$ cat src/rtl/barrel_shift_engine.sv
// Multi-cycle barrel shifter: LSL/LSR/ASR/ROL, up to STEP bits per clock.
// Define BSE_ABORT_EN to add the abort port that cancels a running shift.
module barrel_shift_engine #(
  parameter int WIDTH = 8,
  parameter int STEP  = 2,
  parameter int AW    = $clog2(WIDTH)
) (
  input  logic             clock,
  input  logic             preset_L,
  input  logic             start,
  input  logic [WIDTH-1:0] D,
  input  logic [AW-1:0]    amount,
  input  logic [1:0]       mode,
`ifdef BSE_ABORT_EN
  input  logic             abort,
`endif
  output logic [WIDTH-1:0] Q,
  output logic             carry,
  output logic             busy,
  output logic             done
);

  typedef enum logic [1:0] {
    S_IDLE,
    S_SHIFT,
    S_DONE
  } state_t;

  localparam logic [1:0] M_LSL = 2'b00;
  localparam logic [1:0] M_LSR = 2'b01;
  localparam logic [1:0] M_ASR = 2'b10;
  localparam logic [1:0] M_ROL = 2'b11;

  localparam logic [AW-1:0] STEP_A = AW'(STEP);

  state_t           state, state_n;
  logic [AW-1:0]    rem, rem_n;
  logic [1:0]       mode_q, mode_n;
  logic [WIDTH-1:0] q_n, sh_q;
  logic             c_n, sh_c;
  logic [AW-1:0]    k;
  logic             accept;
  logic             kill;

`ifdef BSE_ABORT_EN
  assign kill = abort;
`else
  assign kill = 1'b0;
`endif

  assign accept = start && (state != S_SHIFT);
  assign k      = (rem < STEP_A) ? rem : STEP_A;

  // Unrolled single-bit steps; only the first k are applied.
  always_comb begin
    sh_q = Q;
    sh_c = carry;
    for (int i = 0; i < STEP; i++) begin
      if (i < int'(k)) begin
        unique case (mode_q)
          M_LSL: begin
            sh_c = sh_q[WIDTH-1];
            sh_q = {sh_q[WIDTH-2:0], 1'b0};
          end
          M_LSR: begin
            sh_c = sh_q[0];
            sh_q = {1'b0, sh_q[WIDTH-1:1]};
          end
          M_ASR: begin
            sh_c = sh_q[0];
            sh_q = {sh_q[WIDTH-1], sh_q[WIDTH-1:1]};
          end
          M_ROL: begin
            sh_c = sh_q[WIDTH-1];
            sh_q = {sh_q[WIDTH-2:0], sh_q[WIDTH-1]};
          end
        endcase
      end
    end
  end

  always_comb begin
    state_n = state;
    q_n     = Q;
    c_n     = carry;
    rem_n   = rem;
    mode_n  = mode_q;
    if (kill) begin
      state_n = S_IDLE;
    end else if (accept) begin
      q_n     = D;
      c_n     = 1'b0;
      rem_n   = amount;
      mode_n  = mode;
      state_n = (amount != '0) ? S_SHIFT : S_DONE;
    end else begin
      unique case (state)
        S_SHIFT: begin
          q_n     = sh_q;
          c_n     = sh_c;
          rem_n   = rem - k;
          state_n = (rem <= STEP_A) ? S_DONE : S_SHIFT;
        end
        S_DONE:  state_n = S_IDLE;
        default: state_n = S_IDLE;
      endcase
    end
  end

  always_ff @(posedge clock or negedge preset_L) begin
    if (!preset_L) begin
      state  <= S_IDLE;
      Q      <= '0;
      carry  <= 1'b0;
      rem    <= '0;
      mode_q <= M_LSL;
      busy   <= 1'b0;
      done   <= 1'b0;
    end else begin
      state  <= state_n;
      Q      <= q_n;
      carry  <= c_n;
      rem    <= rem_n;
      mode_q <= mode_n;
      busy   <= (state_n == S_SHIFT);
      done   <= (state_n == S_DONE);
    end
  end

endmodule

$ cat config.mk
export PLATFORM = sky130hd
export DESIGN_NAME = barrel_shift_engine
export DESIGN_NICKNAME = d
export VERILOG_FILES = /design/src/rtl/barrel_shift_engine.sv
export SDC_FILE = /design/constraint.sdc
export NUM_CORES = 1
export LEC_CHECK = 0
export ABC_CLOCK_PERIOD_IN_PS = 2029
export BUFFER_PORTS_ARGS = -buffer_cell sky130_fd_sc_hd__buf_2
export CORE_MARGIN = 2
export CORE_UTILIZATION = 49
export CTS_CLUSTER_SIZE = 20
export DETAILED_ROUTE_END_ITERATION = 10
export GPL_TIMING_DRIVEN = 0
export PLACE_DENSITY = 0.72
export SYNTH_ARGS = -nofsm -noshare
export SYNTH_HDL_FRONTEND = slang
export SYNTH_SLANG_ARGS = --single-unit
$ cat constraint.sdc
create_clock -name clock -period 2.03 [get_ports clock]
set_input_delay 0.203 -clock clock [delete_from_list [all_inputs] [get_ports clock]]
set_output_delay 0.203 -clock clock [all_outputs]
set_load 0.005 [all_outputs]
==> impl_results.rst <==
.. list-table::
   :header-rows: 1

   * - Metric
     - Value
   * - Result of the run
     - completed
   * - Seq cells post-synth
     - 18
   * - I/O pin total
     - 27
   * - Wire length after detailed routing
     - between 3 and 4 mm
   * - Launch instance of the worst min-delay path
     - mode[0]
   * - Clock Path Buffers
     - 2
   * - Die width
     - between 50 and 60 um
   * - Timing endpoint of the critical path
     - Q[5]
   * - Synth Warn #
     - 0
   * - Most used flip-flop cell after synthesis
     - sky130_fd_sc_hd__dfrtp_1
   * - Post-Synthesis Cell Area
     - 1350 um2
   * - Fraction of power spent switching nets
     - 0.479
   * - Mean number of vias per cell
     - 6.36
   * - Worst Path Max Fanout
     - 10
   * - Aggregate global routing overflow
     - 0
   * - Worst reg2reg setup slack
     - 0.11 ns
   * - Number of max-slew violations in the final report
     - 0
   * - Worst R2R Start
     - mode_q[0]
   * - First element of the critical path
     - mode_q[0]
   * - Data required time at the worst endpoint
     - 2.23 ns
   * - Static Leak
     - between 0.7 and 0.8 nW
   * - Number of design-rule violations left by the first detailed-router iteration
     - 72
   * - Gate count after technology mapping
     - between 100 and 150
   * - DR vias
     - ~1.3k
   * - Cell-internal power
     - 1.50 mW
   * - Post-synth top area share
     - 0.333
   * - Final weighted congestion in routability-driven placement
     - 0.895
   * - First-pass DRT Iterations
     - 4
   * - Number of global-route vias before repair
     - 1,277
   * - Number of cells traversed by the worst register-to-register path
     - 7
   * - Transition at the pin with the smallest max-transition slack
     - 0.534 ns
   * - Wire per inst
     - 16.7 um
   * - Worst hold path type
     - input pin to flip-flop
   * - Total CTS buffers
     - 3
   * - Final period demand of the worst path
     - 1.92 ns
   * - Maximum operating frequency
     - 0.521 GHz
   * - Final hold viol count
     - 0
   * - Worst path arrival time
     - between 2 and 2.5 ns
   * - Worst slew slack as a fraction of its limit
     - 0.643
   * - Worst-Skew Late Latency
     - 0.31 ns
   * - Fin crit share
     - 0.946
   * - Clock slew at reported path FFs
     - 0.12 ns
   * - Register area share after synthesis
     - 0.333
   * - Area added between synthesis and finish
     - 15.9%
   * - CTS sink cnt
     - 18
   * - Most instantiated cells after synthesis
     - sky130_fd_sc_hd__dfrtp_1, sky130_fd_sc_hd__a21oi_1, sky130_fd_sc_hd__nor2_1, sky130_fd_sc_hd__nand2_1
   * - TritonCTS clock tree
     - yes
   * - # H-tree levels
     - 1
   * - Share of layout cells above drive strength 1
     - 0.283
   * - Fraction of power consumed by sequential logic
     - 0.262
   * - Starting density of the core
     - 0.503
   * - Fill cells
     - 238
   * - Count of final setup violators
     - 0
   * - Post-route antenna net violation count
     - 0
   * - Count of port buffers added during placement
     - 26
   * - Critical path startpoint category
     - flip-flop
   * - Clock power frac
     - 0.082
   * - Post-synthesis cell type count
     - 43
   * - Switching power summed over all nets
     - 1.38 mW
   * - Post-CTS repair timing setup buffer count
     - 0
   * - Kind of end point of the critical path
     - flip-flop
   * - Height of the chip
     - ~57 um
   * - Cell with the most instances after synthesis
     - sky130_fd_sc_hd__dfrtp_1
   * - Core Area
     - between 2000 and 3000 um2
   * - Net count after synthesis
     - between 150 and 200
   * - Share of flip-flops with an asynchronous set or reset after synthesis
     - 1.00
   * - Total number of nets in the final design
     - 201
   * - Classification of the worst setup path
     - flip-flop to flip-flop
   * - Count of instances resized after the clock tree is built
     - 0
   * - Final Total Pwr
     - 2.89 mW
   * - Pre-CTS worst setup slack
     - approximately 0.13 ns
   * - RSZ-0062 raised after global routing
     - no
   * - Number of maximum-capacitance constraint violations
     - 0
   * - Yosys top cell by area
     - sky130_fd_sc_hd__dfrtp_1
   * - Count of inserted antenna diode cells
     - 0
   * - Ratio of total power to cell area
     - 1840 nW/um2
   * - Post-Synthesis Mean Instance Area
     - 9.08 um2
   * - Worst-case clock skew
     - about 0.0049 ns
   * - Combinational share of power
     - 0.656
   * - Setup_tns
     - 0 ns
   * - Min setup slack post-route
     - around 0.11 ns
   * - Largest net degree at the start of global routing
     - 19
   * - DR DRC count
     - 0
   * - Number of enable-type register cells in the synthesized netlist
     - 0
   * - Half-perimeter wire length after placement
     - between 2 and 3 mm
   * - Row count
     - 19
   * - Max IR drop VDD
     - 1.15 mV
   * - End of the worst register-to-register path
     - Q[5]
   * - Ranking of synthesized cells by area
     - sky130_fd_sc_hd__dfrtp_1, sky130_fd_sc_hd__a21oi_1, sky130_fd_sc_hd__mux2i_1, sky130_fd_sc_hd__buf_6, sky130_fd_sc_hd__ha_1
   * - CTS root buf
     - sky130_fd_sc_hd__clkbuf_4
   * - Antenna violations before repair
     - 0
   * - GR Util All Layers
     - 0.244
   * - Die area
     - roughly 3200 um2
   * - Global-route wire length before repair
     - about 6 mm
## area by class of cell
| class | instances | area, um2 | share of cell area |
|---|---|---|---|
| multi-input cells | 117 | 806 | 0.514 |
| flip-flops and latches | 18 | 450 | 0.287 |
| repair buffers | 27 | 140 | 0.0894 |
| plain buffers | 11 | 85.1 | 0.0543 |
| well taps | 31 | 38.8 | 0.0247 |
| clock buffers | 4 | 36.3 | 0.0231 |
| inverters | 3 | 11.3 | 0.00718 |
## cell families after synthesis
kind of cell               share of synthesized area
DFF                                            0.333
buffers and inverters                         0.0712
and+or+nand+nor                                0.170
muxes                                         0.0518
AOI/OAI and AO/OA                              0.337
adders and majority gates                     0.0370
## how the worst min path moves through the flow
stage / to / slack, ns / cells after the start
after floorplan: Q[0] / -0.09 / 0
after global placement: Q[1] / 0.16 / 1
after detailed placement: Q[2] / 0.16 / 1
after CTS: mode_q[0] / 0.11 / 3
after global routing: mode_q[0] / 0.13 / 3
final: mode_q[0] / 0.1 / 3
## cells in the final DEF, fill, tap and decap left out, types with 3 or more instances in the layout
cell type / n
sky130_fd_sc_hd__a31oi_1: 4
sky130_fd_sc_hd__o21ai_0: 7
sky130_fd_sc_hd__nand2_1: 10
sky130_fd_sc_hd__a22o_1: 3
sky130_fd_sc_hd__buf_6: 5
sky130_fd_sc_hd__mux2i_1: 7
sky130_fd_sc_hd__clkbuf_4: 3
sky130_fd_sc_hd__nor2b_1: 4
sky130_fd_sc_hd__nor2_1: 13
sky130_fd_sc_hd__buf_2: 31
sky130_fd_sc_hd__o22ai_1: 6
sky130_fd_sc_hd__o21ai_1: 3
sky130_fd_sc_hd__nor3_1: 3
sky130_fd_sc_hd__dfrtp_1: 18
sky130_fd_sc_hd__a22oi_1: 5
sky130_fd_sc_hd__a21oi_1: 14
sky130_fd_sc_hd__a211oi_1: 3
sky130_fd_sc_hd__inv_1: 3
sky130_fd_sc_hd__ha_1: 4
sky130_fd_sc_hd__o31a_1: 3
## worst max-delay path: stages, from the launching register on
cell and delay [ns]:
sky130_fd_sc_hd__dfrtp_1 0.40, sky130_fd_sc_hd__inv_1 0.09, sky130_fd_sc_hd__ha_1 0.29, sky130_fd_sc_hd__or2_4 0.29, sky130_fd_sc_hd__buf_6 0.15, sky130_fd_sc_hd__a22oi_4 0.21
sky130_fd_sc_hd__o22ai_1 0.10, sky130_fd_sc_hd__o31a_1 0.29
## timing repair
action,4_1_cts,5_1_grt
hold endpoints to repair,18,0
hold buffers,1,0
setup endpoints to repair,0,0
## stage by stage
step | hold WS, ns | std cells | utilization | area [um2]
global route | 0.127 | 211 | 0.584 | 1570
detailed placement | 0.165 | 206 | 0.566 | 1520
global placement | 0.159 | 206 | 0.566 | 1520
floorplan | -0.0926 | 149 | - | 1350
CTS | 0.106 | 211 | 0.584 | 1570
finish | 0.0990 | 211 | 0.584 | 1570
## sequential cells by signal, indices dropped and copies added (netlist names)
signal  flops
rem         3
busy        1
Q           8
carry       1
done        1
mode_q      2
state       2
## per-layer routing
layer	vias to the layer above	part of all wire	GRT usage
met3	10	0.055	0.0276
met2	59	0.47	0.379
met1	643	0.45	0.348
met4	0	0.018	0.0918
met5	-	0	0
li1	629	-	-
## power groups by stage
stage | combinational [mW] | clock, mW | sequential (mW)
after global placement | 1.83 | 0 | 0.744
after floorplan | 1.43 | 0 | 0.718
after detailed placement | 1.86 | 0 | 0.758
after global routing | 2.09 | 0.251 | 0.785
final | 1.89 | 0.237 | 0.755
after CTS | 1.88 | 0.237 | 0.750
Note: power is estimated with default switching activity, not from simulation.
